## config.mk

```make
export PLATFORM = sky130hd
export DESIGN_NAME = input_debouncer
export DESIGN_NICKNAME = d
export VERILOG_FILES = /design/src/rtl/debounce_pkg.sv /design/src/rtl/input_debouncer_sat_counter.sv /design/src/rtl/input_debouncer.sv
export SDC_FILE = /design/constraint.sdc
export NUM_CORES = 1
export LEC_CHECK = 0
export BUFFER_PORTS_ARGS = -buffer_cell sky130_fd_sc_hd__buf_4
export CAP_MARGIN = 0
export CORE_MARGIN = 2
export CORE_UTILIZATION = 25
export CTS_CLUSTER_DIAMETER = 80
export DETAILED_ROUTE_END_ITERATION = 7
export SETUP_SLACK_MARGIN = 0.2
export SYNTH_ARGS = -nofsm -noshare
export SYNTH_HDL_FRONTEND = slang
export SYNTH_HIERARCHICAL = 1
export SYNTH_SLANG_ARGS = --single-unit
```

## constraint.sdc

```tcl
create_clock -name clk -period 2 [get_ports clk]
set_input_delay 0.1 -clock clk [delete_from_list [all_inputs] [get_ports clk]]
set_output_delay 0.1 -clock clk [all_outputs]
set_load 0.005 [all_outputs]
```

## src/rtl/debounce_pkg.sv

```systemverilog
// Shared types and helpers for the input debouncer: FSM state encoding,
// stability-counter width and the default glitch-counter width.
package debounce_pkg;

   typedef enum logic [1:0] {
      S_LOW       = 2'd0,
      S_WAIT_HIGH = 2'd1,
      S_HIGH      = 2'd2,
      S_WAIT_LOW  = 2'd3
   } state_t;

   localparam int GLITCH_W_DEFAULT = 8;

   function automatic int cnt_width(input int n);
      return $clog2(n + 1);
   endfunction

endpackage

```

## src/rtl/input_debouncer_sat_counter.sv

```systemverilog
// Saturating up-counter with synchronous clear; holds at all-ones.
module sat_counter #(
   parameter int W = 8
) (
   input  logic         clk,
   input  logic         rst_n,
   input  logic         i_clr,
   input  logic         i_inc,
   output logic [W-1:0] o_cnt
);

   logic [W-1:0] r_cnt;

   always_ff @(posedge clk or negedge rst_n) begin
      if (!rst_n)
         r_cnt <= '0;
      else if (i_clr)
         r_cnt <= '0;
      else if (i_inc && (r_cnt != {W{1'b1}}))
         r_cnt <= r_cnt + W'(1);
   end

   assign o_cnt = r_cnt;

endmodule

```

## src/rtl/input_debouncer.sv

```systemverilog
// Debounce and edge-detect for a level already synchronized to clk.
// Optional rejected-transition counter: define INPUT_DEBOUNCER_GLITCH_COUNT_EN.
//
//   state       | meaning
//   S_LOW       | level 0, input agrees
//   S_WAIT_HIGH | level 0, input high, counting stable samples
//   S_HIGH      | level 1, input agrees
//   S_WAIT_LOW  | level 1, input low, counting stable samples
module input_debouncer
   import debounce_pkg::*;
#(
   parameter int   STABLE_CYCLES = 16,
   parameter logic INIT          = 1'b0,
   parameter int   GLITCH_W      = GLITCH_W_DEFAULT
) (
   input  logic                clk,
   input  logic                rst_n,
   input  logic                in,
   output logic                level,
   output logic                rise,
   output logic                fall
`ifdef INPUT_DEBOUNCER_GLITCH_COUNT_EN
   ,
   output logic [GLITCH_W-1:0] glitch_cnt
`endif
);

   localparam int            CW        = cnt_width(STABLE_CYCLES);
   localparam logic [CW-1:0] LAST      = CW'(STABLE_CYCLES - 1);
   localparam state_t        RST_STATE = INIT ? S_HIGH : S_LOW;

   state_t        r_state;
   state_t        w_state_nxt;
   logic [CW-1:0] r_cnt;
   logic [CW-1:0] w_cnt_nxt;
   logic          r_level;
   logic          r_rise;
   logic          r_fall;
   logic          w_level_nxt;
   logic          w_glitch;

   always_comb begin
      w_state_nxt = r_state;
      w_cnt_nxt   = r_cnt;
      w_glitch    = 1'b0;
      case (r_state)
         S_LOW: begin
            if (in) begin
               if (STABLE_CYCLES == 1) begin
                  w_state_nxt = S_HIGH;
               end else begin
                  w_state_nxt = S_WAIT_HIGH;
                  w_cnt_nxt   = CW'(1);
               end
            end
         end
         S_WAIT_HIGH: begin
            if (!in) begin
               w_state_nxt = S_LOW;
               w_cnt_nxt   = '0;
               w_glitch    = 1'b1;
            end else if (r_cnt == LAST) begin
               w_state_nxt = S_HIGH;
               w_cnt_nxt   = '0;
            end else begin
               w_cnt_nxt = r_cnt + CW'(1);
            end
         end
         S_HIGH: begin
            if (!in) begin
               if (STABLE_CYCLES == 1) begin
                  w_state_nxt = S_LOW;
               end else begin
                  w_state_nxt = S_WAIT_LOW;
                  w_cnt_nxt   = CW'(1);
               end
            end
         end
         S_WAIT_LOW: begin
            if (in) begin
               w_state_nxt = S_HIGH;
               w_cnt_nxt   = '0;
               w_glitch    = 1'b1;
            end else if (r_cnt == LAST) begin
               w_state_nxt = S_LOW;
               w_cnt_nxt   = '0;
            end else begin
               w_cnt_nxt = r_cnt + CW'(1);
            end
         end
         default: begin
            w_state_nxt = RST_STATE;
            w_cnt_nxt   = '0;
         end
      endcase
      w_level_nxt = (w_state_nxt == S_HIGH) || (w_state_nxt == S_WAIT_LOW);
   end

   // Strobes are registered alongside level so they coincide with its first new cycle.
   always_ff @(posedge clk or negedge rst_n) begin
      if (!rst_n) begin
         r_state <= RST_STATE;
         r_cnt   <= '0;
         r_level <= INIT;
         r_rise  <= 1'b0;
         r_fall  <= 1'b0;
      end else begin
         r_state <= w_state_nxt;
         r_cnt   <= w_cnt_nxt;
         r_level <= w_level_nxt;
         r_rise  <= w_level_nxt & ~r_level;
         r_fall  <= ~w_level_nxt & r_level;
      end
   end

   assign level = r_level;
   assign rise  = r_rise;
   assign fall  = r_fall;

`ifdef INPUT_DEBOUNCER_GLITCH_COUNT_EN
   sat_counter #(
      .W(GLITCH_W)
   ) u_glitch_cnt (
      .clk   (clk),
      .rst_n (rst_n),
      .i_clr (1'b0),
      .i_inc (w_glitch),
      .o_cnt (glitch_cnt)
   );
`else
   logic w_glitch_unused;
   assign w_glitch_unused = w_glitch;
`endif

endmodule

```

==> results of run 1 <==
[state kept, by name, indices dropped and copies added, names as in the netlist]
signal and count:
r_state 2, r_cnt 5, level 1, rise 1, fall 1
[worst register-to-register path, cell delays in order, from the launching register on]
cell	delay (ns)
dfrtp_1	0.38
ha_1	0.19
nand3_1	0.15
nor3_4	0.34
mux2_4	0.33
[cell families (layout without fill, tap and decap cells)]
group / Yosys count / after routing
AND/OR/NAND/NOR: 15 / 15
flip-flops: 10 / 10
AO/OA/AOI/OAI: 6 / 6
multiplexers: 4 / 4
XOR/XNOR: 3 / 3
buffers and inverters: 3 / 13
adder cells (fa/ha/maj): 1 / 1
[cells in the final DEF (no fill, tap or decap), drive strengths merged, types with 2 or more instances in the layout]
master  netlist  layout
buf           0       5
clkbuf        0       4
dfrtp        10      10
inv           3       3
mux2          2       2
mux2i         2       2
nand2b        4       4
nand3         5       5
nor2          2       2
o211ai        2       2
xor2          2       2
[repair_timing]
item | CTS | global route
hold endpoints to repair | 10 | 0
resized for setup | 0 | 0
hold buffers | 1 | 0
[where the power goes]
| part | internal (mW) | total, mW | switching (mW) |
|---|---|---|---|
| registers | 0.210 | 0.217 | 0.00787 |
| logic | 0.0144 | 0.0336 | 0.0192 |
| clock network | 0.110 | 0.185 | 0.0744 |
| total | 0.334 | 0.436 | 0.102 |
[layout make-up]
| type | instances | area [µm²] |
|---|---|---|
| clock buffer | 4 | 36.3 |
| fill | 201 | 1290 |
| inverter | 3 | 11.3 |
| multi-input combinational | 29 | 231 |
| sequential | 10 | 250 |
| tap | 27 | 33.8 |
| timing repair buffer | 6 | 47.5 |
[per-layer routing]
metal,wire (µm),vias up
li1,-,168
met1,397,151
met2,377,6
met3,32,2
met4,4,0
met5,0,-
[worst min-delay path by stage]
stage / end / slack, ns / cells after the start
after floorplan: fall / -0.20 / 0
after global placement: r_cnt[2] / -0.07 / 1
after detailed placement: r_cnt[2] / -0.06 / 1
after CTS: r_state[1] / 0.13 / 2
after global routing: level / 0.12 / 2
final: r_state[1] / 0.14 / 2
[through the flow]
| stage | power (mW) | setup slack (ns) | util [%] | std cells |
|---|---|---|---|---|
| 4_1_cts | 0.443 | 0.483 | 32.1 | 79 |
| 3_5_place_dp | 0.254 | 0.491 | 29.7 | 74 |
| 6_report | 0.436 | 0.494 | 32.1 | 79 |
| 3_3_place_gp | 0.253 | 0.497 | 29.7 | 74 |
| 5_1_grt | 0.464 | 0.348 | 32.1 | 79 |
| 2_1_floorplan | 0.240 | 0.625 | - | 42 |
==> qor.csv, run 1 <==
stage;metric;value;unit
clock_tree;cts_tree;done;
grt;grt_overflow;0;
logic_synthesis;ys.flop_type;dfrtp_1;
cells_and_area;drive_gt1_share;26.9;%
sta;post-route-period-util;75.3;%
grt;antenna_found_initial;0;
grt;gr-usage-all-layers;8.26;%
grt;grt_max_degree;11;
place;io_buffers;5;
setup_path;crit_buf_inv;0;
logic_synthesis;yosysMostFrequentCell;dfrtp_1;
logic_synthesis;syn-num-nets;46;
floorplanning;rows;16;
clock_tree;clkTransAtPathRegs;0.07;ns
logic_synthesis;yosysTopAreaCell;dfrtp_1;
detailed_routing;route.detailed.drc;0;
clock_tree;clock-sinks;10;
logic_synthesis;synthAdderAreaFrac;2.54;%
floorplanning;start_util;25.9;%
sta;maxSlewHeadroom;75.0;%
detailed_routing;drt-initial-drc-count;4;
pwr;peakVddDrop;0.301;mV
setup_path;required;2.15;ns
logic_synthesis;synth_compound_area_share;8.63;%
run;cap_violations;0;
logic_synthesis;synth_simple_gate_area_share;18.8;%
grt;met1_usage;8.71;%
logic_synthesis;synth_edf_count;0;
sta;final.min_clock_period;1.51;ns
grt;top_usage_layer;met2;
setup_path;worstPathArrival;1.66;ns
cells_and_area;nets;57;
logic_synthesis;synth_area;493;µm²
logic_synthesis;yosys.area.top_type_share;50.8;%
detailed_routing;dr.pass1.iters;3;
setup_path;reg2reg_to;level;
sta;maxSlewViolCount;0;
logic_synthesis;syn_inst;42;
grt;grt_util_met3;4.63;%
logic_synthesis;synth_area_leaders;dfrtp_1 (51%), mux2_4 (6.1%), nand2b_1 (5.1%);
logic_synthesis;synth_cell_types;21;
clock_tree;cts_buffers;3;
cells_and_area;diodes;0;
sta;tns;0;ns
detailed_routing;routed_wl;811;µm
status;status;finished, final reports clean;
logic_synthesis;yosysSeqAreaShare;50.8;%
setup_path;r2r_start;r_cnt[0];
cells_and_area;syn_to_final_growth;23.9;%
setup_path;worstSetupEndpoint;level;
place;placed_area;564;µm²
detailed_routing;dr_total_vias;327;
clock_tree;post_cts_buffers;0;
logic_synthesis;synth_commonest_cells;dfrtp_1 (10), nand3_1 (5), nand2b_1 (4);
detailed_routing;via_per_inst;4.14;
logic_synthesis;synth_top_family_by_area;simple AND/OR/NAND/NOR gates;
pwr;p_leak;0.268;nW
grt;grtUsageMet2;13.9;%
cells_and_area;final_cell_area;611;µm²
floorplanning;ios;6;
clock_tree;cts_buffer_depth;2;
setup_path;worstSetupStartpointType;flip-flop;
logic_synthesis;synth_async_sr_flop_share;100;%
setup_path;crit_start;r_cnt[0];
logic_synthesis;synth_area_per_cell;11.7;µm²
grt;grt_pass1_vias;326;
place;gp_congestion;0.788;
floorplanning;dieWidth;48.4;µm
min_path;min_path_type;input pin to flip-flop;
pwr;power-per-cell-area;714;mW/mm²
setup_path;cp_num_cells;4;
clock_tree;root_buffer;clkbuf_4;
setup_path;crit_chain;ha_1 > nand3_1 > nor3_4 > mux2_4;
setup_path;crit_path_top_delay_cell;dfrtp_1;
floorplanning;die_y;48.4;µm
grt;grt_pass1_wl;1.44;mm
floorplanning;dieArea;0.00234;mm²
clock_tree;cts_max_level;1;
setup_path;critPathTopFamily;simple AND/OR/NAND/NOR gates;
logic_synthesis;muxShareOfSynthArea;10.2;%
floorplanning;fp.coreArea;0.00190;mm²
sta;rsz0062_at_grt;no;
setup_path;crit_type;flip-flop to flip-flop;
sta;setup_viol;0;
sta;holdWs;0.138;ns
sta;finalHoldViolations;0;
setup_path;critPathMaxStageDelay;0.38;ns
sta;clock_skew;0.00226;ns
sta;tightest_slew;0.374;ns
min_path;hp-start;in;
detailed_routing;antenna_left;0;
sta;clock.fmax;664;MHz
logic_synthesis;yosys_warnings;6;
logic_synthesis;synthXorXnorAreaFrac;6.85;%
detailed_routing;wl_per_cell;10.3;µm
clock_tree;insertion_delay;0.26;ns
setup_path;r2r_setup_slack;0.49;ns
logic_synthesis;ys_ff_latch;10;
setup_path;setup.worst_path.end_class;flip-flop;
setup_path;reg2reg_depth;4;
setup_path;path_max_fanout;6;
Note: power is estimated with default switching activity, not from simulation.
==> inputs of run 2 (changes only) <==
--- a/config.mk
+++ b/config.mk
@@ -5,6 +5,7 @@
 export SDC_FILE = /design/constraint.sdc
 export NUM_CORES = 1
 export LEC_CHECK = 0
+export ABC_AREA = 1
 export BUFFER_PORTS_ARGS = -buffer_cell sky130_fd_sc_hd__buf_4
 export CAP_MARGIN = 0
 export CORE_MARGIN = 2
==> constraint.sdc (replaced) <==
create_clock -name clk -period 1.4 [get_ports clk]
set_input_delay 0.07 -clock clk [delete_from_list [all_inputs] [get_ports clk]]
set_output_delay 0.07 -clock clk [all_outputs]
set_load 0.005 [all_outputs]
==> run 2 against run 1 <==
  * Sequential cell count unchanged
  * Routed wire length is 24% higher
  * Clock-buffer cell count is 1 lower
  * Area after synthesis up 9.4%
  * Critical path depth up 2
  * Register-to-register slack worse by 0.26 ns
  * Sequential power rose by 46%
  * Non-clock buffer count is 2 higher
  * Worst setup slack worse by 0.26 ns
  * Global-route usage rose by 1.4 points
  * First-iteration DRC count rose to 3.3 times the previous value
  * Fmax grew 30%
==> qor.csv, run 2 <==
stage;metric;value;unit
clock_tree;cts_buffer_depth;2;
clock_tree;root_buffer;clkbuf_4;
logic_synthesis;yosys.area.top_type_share;46.4;%
grt;gr-usage-all-layers;9.64;%
detailed_routing;route.detailed.drc;0;
logic_synthesis;ys.flop_type;dfrtp_1;
clock_tree;cts_buffers;3;
detailed_routing;dr.pass1.iters;4;
cells_and_area;final_cell_area;671;µm²
cells_and_area;fin_util;33.5;%
logic_synthesis;synth_area;539;µm²
pwr;peakVddDrop;0.443;mV
place;placed_area;603;µm²
detailed_routing;top_layer;met4;
floorplanning;die_y;50.4;µm
detailed_routing;wl_per_cell;10.1;µm
logic_synthesis;syn_inst;63;
place;dpl.hpwl;743;µm
cells_and_area;largest_reg_flops;5;
setup_path;path_max_fanout;3;
grt;grt_overflow;0;
logic_synthesis;synth_cell_types;16;
detailed_routing;routed_wl;1.01;mm
clock_tree;clock-sinks;10;
detailed_routing;met1_length;459;µm
logic_synthesis;yosys_warnings;6;
cells_and_area;nets;79;
clock_tree;clkTransAtPathRegs;0.06;ns
min_path;min_path_type;input pin to flip-flop;
place;io_buffers;5;
pwr;swShare;25.7;%
pwr;comb_power_share;12.9;%
pwr;p_switching;0.152;mW
pwr;seq_power_share;53.6;%
logic_synthesis;yosysTopAreaCell;dfrtp_1;
setup_path;worstSetupStartpointType;flip-flop;
logic_synthesis;synth_edf_count;0;
cells_and_area;final_cell_mix;nand2_1 (13), dfrtp_1 (10), inv_1 (8), buf_4 (7), nand2_2 (6);
setup_path;required;1.56;ns
detailed_routing;drt-initial-drc-count;13;
grt;antenna_found_initial;0;
sta;maxSlewViolCount;0;
logic_synthesis;synth_async_sr_flop_share;100;%
logic_synthesis;synth_area_leaders;dfrtp_1 (46%), nand2_1 (9.0%), nand3_2 (7.4%);
detailed_routing;wl_met3;48;µm
sta;rsz0062_at_grt;yes;
pwr;p_leak;0.330;nW
setup_path;r2r_setup_slack;0.24;ns
grt;grt_max_degree;11;
place;dpl.cell_count;94;
setup_path;setup.worst_path.end_class;flip-flop;
sta;setup_viol;0;
cells_and_area;layout_commonest_cell;nand2_1;
logic_synthesis;yosysSeqAreaShare;46.4;%
sta;maxSlewHeadroom;78.9;%
logic_synthesis;syn-num-nets;67;
detailed_routing;wl_met2;467;µm
floorplanning;rows;16;
cells_and_area;drive_gt1_share;38.4;%
floorplanning;dieWidth;50.4;µm
place;gp_congestion;0.788;
floorplanning;dieArea;0.00254;mm²
floorplanning;ios;6;
sta;tns;0;ns
sta;holdWs;0.107;ns
logic_synthesis;yosysMostFrequentCell;nand2_1;
run;cap_violations;0;
logic_synthesis;synth_commonest_cells;nand2_1 (13), dfrtp_1 (10), inv_1 (8), nand2_2 (6);
setup_path;crit_type;flip-flop to flip-flop;
detailed_routing;antenna_left;0;
sta;final.min_clock_period;1.16;ns
pwr;power-per-cell-area;881;mW/mm²
cells_and_area;layout.cells.non_filler;100;
status;status;finished, final reports clean;
setup_path;worstPathArrival;1.33;ns
cells_and_area;syn_to_final_growth;24.4;%
grt;grt_pass1_wl;1.70;mm
sta;finalHoldViolations;0;
clock_tree;cts_tree;done;
cells_and_area;reg_top3;r_cnt x5, r_state x2;
detailed_routing;dr_total_vias;418;
pwr;p_int;0.439;mW
sta;clock_skew;0.00596;ns
clock_tree;insertion_delay;0.27;ns
pwr;clock_power_share;33.5;%
detailed_routing;via_per_inst;4.18;
sta;tightest_slew;0.316;ns
grt;grt_pass1_vias;398;
cells_and_area;regMostFlops;r_cnt;
sta;post-route-period-util;83.0;%
logic_synthesis;synth_area_per_cell;8.56;µm²
floorplanning;fp.coreArea;0.00200;mm²
logic_synthesis;ys_ff_latch;10;
clock_tree;cts_max_level;1;
sta;clock.fmax;861;MHz
floorplanning;start_util;26.9;%
cells_and_area;diodes;0;
[run 2: cell types whose count changed in the layout (fill, tap and decap cells not counted), sizes merged, moves of 3 or more]
cell    change
nand2      +18
nor2        +7
inv         +6
nand2b      -4
nand3       +3
[run 2: power by group through the flow]
stage          logic (mW)  clock network (mW)  registers [mW]
6_report           0.0762               0.198           0.316
3_3_place_gp       0.0511                   0           0.320
2_1_floorplan      0.0392                   0           0.314
4_1_cts            0.0685               0.202           0.317
3_5_place_dp       0.0523                   0           0.320
5_1_grt            0.0865               0.221           0.318
[run 2: what timing repair did]
action	CTS	global route
gates resized for setup	2	1
gates cloned	0	0
hold buffers	1	0
setup buffers	1	1
hold endpoints to repair	10	0
setup endpoints to repair	2	2
pin swaps	0	4
[run 2: area by class of cell]
type | instances | area, µm²
sequential | 10 | 250
inverter | 9 | 33.8
fill | 232 | 1330
multi-input combinational | 43 | 268
tap | 27 | 33.8
clock buffer | 3 | 22.5
timing repair buffer | 8 | 62.6
[run 2: layer usage]
| layer | vias to the layer above | track usage [%] |
|---|---|---|
| met5 | - | 0 |
| met3 | 5 | 5.36 |
| met4 | 0 | 6.76 |
| li1 | 217 | - |
| met1 | 186 | 10.5 |
| met2 | 10 | 14.0 |
[run 2: logic make-up (layout without fill, tap and decap cells)]
family	after synthesis	count (layout)	share of synthesized area, %
AOI/OAI and AO/OA	2	2	1.86
adders and majority gates	1	1	2.32
DFF	10	10	46.4
xor gates and xnor gates	1	1	1.62
and+or+nand+nor	39	39	40.1
buffers and inverters	10	20	7.66
[run 2: worst paths after layout]
kind,start,endpoint,cells after the start
worst min register to register,level,rise,1
max in group asynchronous,rst_n,r_cnt[4],2
worst min-delay path,in,level,3
worst max-delay path,r_cnt[1],fall,6
worst max register to register,r_cnt[1],fall,6
min in group asynchronous,rst_n,r_cnt[3],2
[run 2: critical path, cell delays in order, from the launching register on]
cell and delay, ns:
dfrtp_1 0.40, ha_4 0.18, nand3_4 0.10, nor2_4 0.16
nand3_2 0.09, nand2_2 0.09, nor2_2 0.03
[run 2: stage by stage]
stage / worst slack (ns) / power (mW)
floorplan: 0.290 / 0.353
global placement: 0.207 / 0.371
detailed placement: 0.178 / 0.372
CTS: 0.231 / 0.587
global route: 0.161 / 0.626
finish: 0.239 / 0.591
